[config.mk]
export PLATFORM = sky130hd
export DESIGN_NAME = inst_fetch
export DESIGN_NICKNAME = d
export VERILOG_FILES = /design/src/rtl/mips_fetch_pkg.sv /design/src/rtl/fetch_queue.sv /design/src/rtl/inst_fetch.sv
export SDC_FILE = /design/constraint.sdc
export NUM_CORES = 1
export LEC_CHECK = 0
export BUFFER_PORTS_ARGS = -buffer_cell sky130_fd_sc_hd__buf_2
export CAP_MARGIN = 15
export CORE_AREA = 5 5 114 116
export CTS_BUF_LIST = sky130_fd_sc_hd__clkbuf_16
export DETAILED_ROUTE_END_ITERATION = 12
export DIE_AREA = 0 0 119 121
export PLACE_DENSITY = 0.95
export SLEW_MARGIN = 20
export SYNTH_ARGS = -nofsm -noshare
export SYNTH_HDL_FRONTEND = slang
export SYNTH_HIERARCHICAL = 1
export SYNTH_SLANG_ARGS = --single-unit
[constraint.sdc]
create_clock -name clk -period 11.5 [get_ports clk]
set_clock_uncertainty 0.2 [all_clocks]
set_input_delay 2.3 -clock clk [delete_from_list [all_inputs] [get_ports clk]]
set_output_delay 2.3 -clock clk [all_outputs]
set_load 0.05 [all_outputs]
[src/rtl/mips_fetch_pkg.sv]
// Shared types and helpers for the instruction-fetch front end.
// Pure declarations: no logic, no latency.
// Backpressure not applicable.
package mips_fetch_pkg;

  // Default fetch PC after reset (byte address).
  localparam logic [31:0] RESET_PC_DEFAULT = 32'h0000_0000;

  // Value presented on the decode data bus when nothing is queued.
  localparam logic [31:0] INST_NOP = 32'h0000_0000;

  // One queued fetch: the instruction word and the PC it was fetched from.
  typedef struct packed {
    logic [31:0] data;
    logic [31:0] pc;
  } fetch_entry_t;

  // Word index of a byte address; callers keep only the low ROM-address bits.
  function automatic logic [29:0] word_index(input logic [31:0] pc);
    return 30'(pc >> 2);
  endfunction

endpackage

[src/rtl/fetch_queue.sv]
// Circular instruction queue holding {data, pc} entries between ROM and decode.
// Latency: a push is visible at the head the cycle after it is written.
// Backpressure: push is dropped when full unless a pop frees a slot in the same cycle; flush wins over push/pop.
module fetch_queue
  import mips_fetch_pkg::*;
#(
  parameter int DEPTH = 2
) (
  input  logic                         clk,
  input  logic                         rst_n,
  input  logic                         push,
  input  logic [31:0]                  push_data,
  input  logic [31:0]                  push_pc,
  input  logic                         pop,
  input  logic                         flush,
  output logic                         head_valid,
  output logic [31:0]                  head_data,
  output logic [31:0]                  head_pc,
  output logic [$clog2(DEPTH+1)-1:0]   count
);

  localparam int PW = (DEPTH > 1) ? $clog2(DEPTH) : 1;
  localparam int CW = $clog2(DEPTH + 1);

  fetch_entry_t   mem [DEPTH];
  fetch_entry_t   head_entry;
  logic [PW-1:0]  head;
  logic [PW-1:0]  tail;
  logic           not_full;
  logic           do_push;
  logic           do_pop;

  assign head_valid = (count != '0);
  assign not_full   = (count != CW'(DEPTH));
  assign do_pop     = pop & head_valid & ~flush;
  assign do_push    = push & (not_full | do_pop) & ~flush;

  assign head_entry = mem[head];
  assign head_data  = head_valid ? head_entry.data : INST_NOP;
  assign head_pc    = head_valid ? head_entry.pc   : 32'h0;

  // Entry storage: written at the tail on an accepted push; contents beyond count are don't-care.
  always_ff @(posedge clk) begin
    if (do_push) begin
      mem[tail] <= '{data: push_data, pc: push_pc};
    end
  end

  // Pointer and occupancy tracking; flush empties the queue in one cycle.
  always_ff @(posedge clk or negedge rst_n) begin
    if (!rst_n) begin
      head  <= '0;
      tail  <= '0;
      count <= '0;
    end else if (flush) begin
      head  <= '0;
      tail  <= '0;
      count <= '0;
    end else begin
      if (do_push) tail <= tail + PW'(1);
      if (do_pop)  head <= head + PW'(1);
      case ({do_push, do_pop})
        2'b10:   count <= count + CW'(1);
        2'b01:   count <= count - CW'(1);
        default: count <= count;
      endcase
    end
  end

endmodule

[src/rtl/inst_fetch.sv]
// Instruction fetch: owns the fetch PC, drives the ROM port, queues words and hands {inst, pc} to decode.
// Latency: ROM word appears at inst_* the cycle after it is fetched; redirect target two cycles after redirect.
// Backpressure: fetch (rom_sel) stalls while the queue is full and decode is not popping; PC holds.
// Optional fault checking enabled by defining INST_FETCH_FAULT_EN.
module inst_fetch
  import mips_fetch_pkg::*;
#(
  parameter int          DEPTH    = 2,
  parameter logic [31:0] RESET_PC = RESET_PC_DEFAULT,
  parameter int          ADDR_W   = 10
) (
  input  logic              clk,
  input  logic              rst_n,
  output logic [ADDR_W-1:0] rom_addr,
  output logic              rom_sel,
  input  logic [31:0]       rom_data,
  input  logic              redirect_valid,
  input  logic [31:0]       redirect_pc,
  output logic              inst_valid,
  input  logic              inst_ready,
  output logic [31:0]       inst_data,
  output logic [31:0]       inst_pc,
  output logic              fetch_fault
);

  localparam int CW = $clog2(DEPTH + 1);

  logic [31:0]   fetch_pc;
  logic [31:0]   redirect_target;
  logic [CW-1:0] count;
  logic          pop;
  logic          room;
  logic          fetch_try;
  logic          pc_bad;
  logic          fetch;
  logic          fault;

  assign pop  = inst_valid & inst_ready;
  assign room = (count < CW'(DEPTH)) | pop;

  // rst_n gates the select so the ROM is never addressed while reset is held.
  assign fetch_try = room & ~redirect_valid & ~fault & rst_n;
  assign fetch     = fetch_try & ~pc_bad;

  assign rom_sel     = fetch;
  assign rom_addr    = ADDR_W'(word_index(fetch_pc));
  assign fetch_fault = fault;

`ifdef INST_FETCH_FAULT_EN
  // Any PC bit above the ROM window makes the fetch illegal.
  assign pc_bad          = |fetch_pc[31:ADDR_W+2];
  assign redirect_target = redirect_pc;

  // Sticky fault: set by a misaligned redirect or an out-of-range fetch; a clean redirect clears it.
  always_ff @(posedge clk or negedge rst_n) begin
    if (!rst_n) begin
      fault <= 1'b0;
    end else if (redirect_valid) begin
      fault <= |redirect_pc[1:0];
    end else if (fetch_try && pc_bad) begin
      fault <= 1'b1;
    end
  end
`else
  // Without checking, misaligned targets are word-aligned and the ROM index simply wraps.
  assign pc_bad          = 1'b0;
  assign redirect_target = redirect_pc & 32'hFFFF_FFFC;
  assign fault           = 1'b0;
`endif

  // Fetch PC: redirect loads the target, otherwise advance one word per accepted fetch.
  always_ff @(posedge clk or negedge rst_n) begin
    if (!rst_n) begin
      fetch_pc <= RESET_PC;
    end else if (redirect_valid) begin
      fetch_pc <= redirect_target;
    end else if (fetch) begin
      fetch_pc <= fetch_pc + 32'd4;
    end
  end

  fetch_queue #(
    .DEPTH (DEPTH)
  ) u_queue (
    .clk        (clk),
    .rst_n      (rst_n),
    .push       (fetch),
    .push_data  (rom_data),
    .push_pc    (fetch_pc),
    .pop        (pop),
    .flush      (redirect_valid),
    .head_valid (inst_valid),
    .head_data  (inst_data),
    .head_pc    (inst_pc),
    .count      (count)
  );

endmodule

Word level (Yosys, flattened, before mapping)
Memory sizes are Yosys's and may differ from the RTL's.
Cells that the tools add are included.
W data, S select, Z words.
- add/sub/neg operators: 5
- multiplexer cells: 12
- order comparisons: 1
- reductions and logical operators: 5
- bitwise operators: 10
- eq/ne operators: 3
- operators with widths (operator ; count):
    $mux W32 ; 4
    $add A32 B3 Y32 const B ; 1
    $reduce_bool A2 Y1 ; 4
    $and A1 B1 Y1 ; 7
    $mux W1 ; 6
    $pmux W2 S2 ; 1
    $reduce_bool A3 Y1 ; 1
    $add A1 B1 Y1 const B ; 2
    $add A2 B1 Y2 const B ; 1
    $eq A2 B1 Y1 const B ; 1
    $eq A2 B2 Y1 const B ; 1
    $lt A2 B2 Y1 const B ; 1
    $mux W2 ; 1
    $ne A2 B2 Y1 const B ; 1
    $or A1 B1 Y1 ; 2
    $sub A2 B1 Y2 const B ; 1
    $not A1 Y1 ; 1
- register bits after elaboration: 36
- memories kept: 1
- RAM bits: 128
- logic and storage cells: 41
- input bits: 68
- memory list (memory ; words ; bits a word ; rd ports ; clocked after memory_dff ; write ports ; line ; source):
    u_queue.mem ; 2 ; 64 ; 1 ; 0 ; 1 ; fetch_queue.sv:25 ; fetch_entry_t mem [DEPTH];

Logic depth before layout (Yosys ltp)
- depth after elaboration: 10
- depth in mapped cells: 10
- depth with buffers taken out: 8

Modules after synthesis
The synthesis kept the hierarchy.
- modules (own cells, without submodules) (module ; seq. area each (um^2) ; area an instance (um^2) ; cells an instance ; times used):
    fetch_queue ; 3943.8 ; 5052.3 ; 296 ; 1
    inst_fetch ; 750.7 ; 1810.5 ; 211 ; 1

Worst setup path before layout
Ideal clock, no wire load.
- path kind: input-to-reg
- start: in redirect_valid
- end: mem u_queue/mem[1][0] in the netlist's numbering, enable pin
- required time: 10722 ps
- slack: 2231 ps
- path buffers: 2
- library setup time: 578 ps
- data arrival time: 8491 ps
- stages on the path: 5
- cells stage by stage: buf_6 -> clkbuf_1 -> nor2_1 -> o31ai_2 -> nor3b_1
- longest elaborated chain between the ends: 7
- elaborated cells between the ends (all ways): 9
- those cells by class: mux (2); bitwise (7)
- ends and longest elaborated chain (item ; line ; source):
    start, declared ; inst_fetch.sv:17 ; input logic redirect_valid,
    $not A1 Y1 ; inst_fetch.sv:42 ; assign fetch_try = room & ~redirect_valid & ~fault & rst_n;
    $and A1 B1 Y1 (2 in series) ; inst_fetch.sv:42 ;
    named net rom_sel ; inst_fetch.sv:15 ; output logic rom_sel,
    $and A1 B1 Y1 (2 in series) ; fetch_queue.sv:36 ; assign do_push = push & (not_full | do_pop) & ~flush;
    $mux W1 ; fetch_queue.sv:44 ; if (do_push) begin
    $mux W1 (not written as such) ; fetch_queue.sv:45 ; mem[tail] <= '{data: push_data, pc: push_pc};
    end, declared ; fetch_queue.sv:25 ;
The timed path passes the listed nets, and every way through them passes these cells.

Worst setup path after layout
- start: in rst_n
- end: out rom_sel
- longest elaborated chain between the ends: 1
- ends and longest elaborated chain (item ; line ; source):
    start, declared ; inst_fetch.sv:13 ; input logic rst_n,
    $and A1 B1 Y1 ; inst_fetch.sv:42 ;
    end, declared ; inst_fetch.sv:15 ;
No other way between the ends.

==> results.md <==
- Status: finished, final reports clean
- Number of global-route vias before repair: between 4000 and 5000
- Largest cells by area after synthesis: edfxtp_1 56%, dfrtp_1 12%, mux2i_1 9.5%, nor2_1 3.9%, xnor2_1 2.9%
- CTS root buf: clkbuf_16
- Maximum buffer depth of the clock tree: 2
- Sink Count: ~160
- Clock Latency Late Sink: 0.41 ns
- TritonCTS Buffers: 17
- Hold Vio Cnt, Final: 0
- Worst slew margin: 35.1%
- Wirelength per Cell: between 15 and 20 um
- Distinct cells, synth: 40
- Layout Cells excl Fill: about 800
- Worst Path Buf+Inv: 2
- Residual DRC: 0
- Diode count: 0
- DP Wirelength: ~9600 um
- CP max stage cell: buf_2
- First-pass GRT wire length: 24000 um
- Compound-Gate Fraction of Synth Area: around 3.3%
- Fmax: 149 MHz
- Final Net Count: roughly 710
- Pin count of the biggest net entering global routing: between 60 and 70
- GRT Total Usage: 21.3%
- Count leader, synth: edfxtp_1
- Routed vias: about 4400
- Synth warn: 6
- PortBufs: 141
- Main synth FF type: edfxtp_1
- Peak VDD IR: roughly 0.12 mV
- # hold bufs at CTS: 0
- Final setup vio count: 0
- Sw Pwr: about 0.35 mW
- Synthesized area: approximately 0.0069 mm^2
- Clk slew on worst S/H paths: roughly 0.060 ns
- Layout cells sized above 1: between 20% and 30%
- Cell area power density: about 170 mW/mm^2
- Post-Synthesis Cells: about 510
- Synth top area share: between 50% and 60%
- Mux cell area share after synthesis: a little under 10%
- Max FO, Critical Path: 39
- Vias per cell: roughly 5.5
- Dpl cells: a little under 800
- Pleak: around 3.2 nW
- Worst-margin pin slew: 0.974 ns
- Crit path cell chain: buf_2 > nand2_1 > nor2_1 > buf_2
- Initial antenna violation count: 0
- Combinational power share: a little over a tenth
- Delay-heaviest family, CP: buffers and inverters
- CTS tree: done
- Core Box Area: ~0.012 mm^2
- Leading post-synthesis cells by instance count: 128 x edfxtp_1, 72 x nor2_1, 65 x mux2i_1
- Area Overhead vs Synth: 20.6%
- First-pass iteration count of the detailed router: 5
- CP startpoint kind: primary input
- I/O pins: ~150
- Initial Utilization: approximately 58%
- Main combinational cell family by area after synthesis: simple AND/OR/NAND/NOR gates
- Gr ovfl total: 0
- Sequential fraction of the synthesis area: 68.4%
- Full die area: about 0.014 mm^2
- Worst Hold Class: reg -> reg
- Initial drt markers: about 480
- Setup Crit Path Kind: in -> out
- Antenna-violating nets left: 0
- Internal Power: 1.08 mW
- Fraction of registers with async set/reset: about a fifth
- RSZ-0062 raised after global routing: false
- # rows: 40
- H-tree levels: 4
- Cell taking the most area after synthesis: edfxtp_1
- Crit path top cell by count: buf_2
- Post-CTS setup buffer count: 0
- Adder and majority cell fraction of the synthesized area: less than 1%
- Number of synthesized flops with an enable pin: between 100 and 150
- Simple-gate share of the synthesized area: approximately 11%
- PnR worst setup slack: 4.77 ns
- Register share of total power: ~48%
- Critical path's largest stage delay: between 0.6 and 0.7 ns
- Final worst path period share: 58.5%
- Cts repair resizes: 0
- Die H: between 100 and 150 um
- RePlAce Congestion: around 0.84
- Post-synthesis xor/xnor area fraction: under 10%
- Place WS: ~4.8 ns
- Critical Path AT: ~4.2 ns
- Yosys reg bits: around 160
- Fin util: about 70%
- Pins over their slew limit: 0
- Min cycle time layout: between 6 and 7 ns
- Switching portion of total power: 24.4%
- Maxcap violations: 0
- Clock share of power: between 40% and 50%
- Critical Path RT: about 9.0 ns
- Setup TNS: 0 ns
- Crit. End Element: output pin
- Die Wd: approximately 120 um
- Syn_area_per_cell: approximately 14 um^2
- Final wirelength: 14900 um
-- final cells by class --
type                            instances  area [um^2]
Clock buffer                           17          425
Inverter                                9         33.8
Multi-Input combinational cell        308         1970
Tap cell                              147          184
Clock inverter                         15          203
Fill cell                             783         3530
Sequential cell                       162         4700
Timing Repair Buffer                  146          763
-- path summary, 6_finish.rpt --
kind,startpoint,end,slack [ns],cells past startpoint
max in group asynchronous,rst_n,u_queue/head,8.64,1
min,fetch_pc[31],u_queue/mem[1][31],0.31,0
max reg2reg,u_queue/count[0],u_queue/mem[1][20],7.56,8
max,rst_n,rom_sel,4.77,4
min in group asynchronous,rst_n,fetch_pc[25],1.81,1
min reg2reg,fetch_pc[31],u_queue/mem[1][31],0.31,0
-- registers in the layout, summed over array words and instances, names as in the netlist --
signal	flops
u_queue/mem	128
fetch_pc	30
u_queue/count	2
u_queue/head	1
u_queue/tail	1
-- power groups by stage --
stage          sequential (mW)  clock (mW)  combinational (mW)
2_1_floorplan            0.687           0               0.118
3_3_place_gp             0.693           0               0.149
3_5_place_dp             0.696           0               0.153
4_1_cts                  0.685       0.602               0.155
5_1_grt                  0.686       0.629               0.167
6_report                 0.684       0.593               0.155
-- per-stage QoR --
stage	instance area, um^2	hold WS (ns)	total power [mW]
finish	8280	0.315	1.43
global route	8280	0.338	1.48
CTS	8250	0.317	1.44
detailed placement	7620	0.286	0.849
global placement	7620	0.271	0.842
floorplan	6880	0.251	0.804
-- worst reg2reg max path, delay by kind of cell (launching register included) --
kind	cells	cell delay, ns
buffers and inverters	2	0.81
and+or+nand+nor	4	1.54
AOI/OAI and AO/OA	2	0.41
DFF	1	0.54
-- layer usage --
metal / wire length (um) / track usage [%] / vias to the layer above
met1: 6170 / 26.4 / 2142
li1: - / - / 2090
met5: 0 / 0 / -
met4: 216 / 6.66 / 0
met2: 7600 / 37.0 / 167
met3: 883 / 5.41 / 23
-- cells in the final DEF, fill, tap and decap left out, types with 2 or more instances in the layout --
cell and count:
nand3_1 4, nand4_1 7, nor2_1 71, clkinv_4 2, clkinv_1 3, buf_4 4, xnor2_1 23, o21ai_0 30
mux2_2 2, bufinv_16 5, clkbuf_16 17, a21oi_1 3, xor2_1 6, inv_1 10, inv_2 2, dfrtp_1 33
edfxtp_1 128, nor3_1 12, nand2_1 42, and3_2 3, conb_1 5, buf_2 141, mux2i_1 65, nor4_1 8
a31oi_1 2, and4_1 2, or3_1 4, and3_1 2, and2_2 2
-- kinds of logic (layout without fill, tap and decap cells) --
family,after synthesis,count (layout)
flops,162,162
xor+xnor,29,29
compound gates,39,39
buf+inv,41,187
mux,67,67
simple gates,167,167
fa+ha+maj,1,1
other cells,1,5
Power figures use the tool's default switching activity.
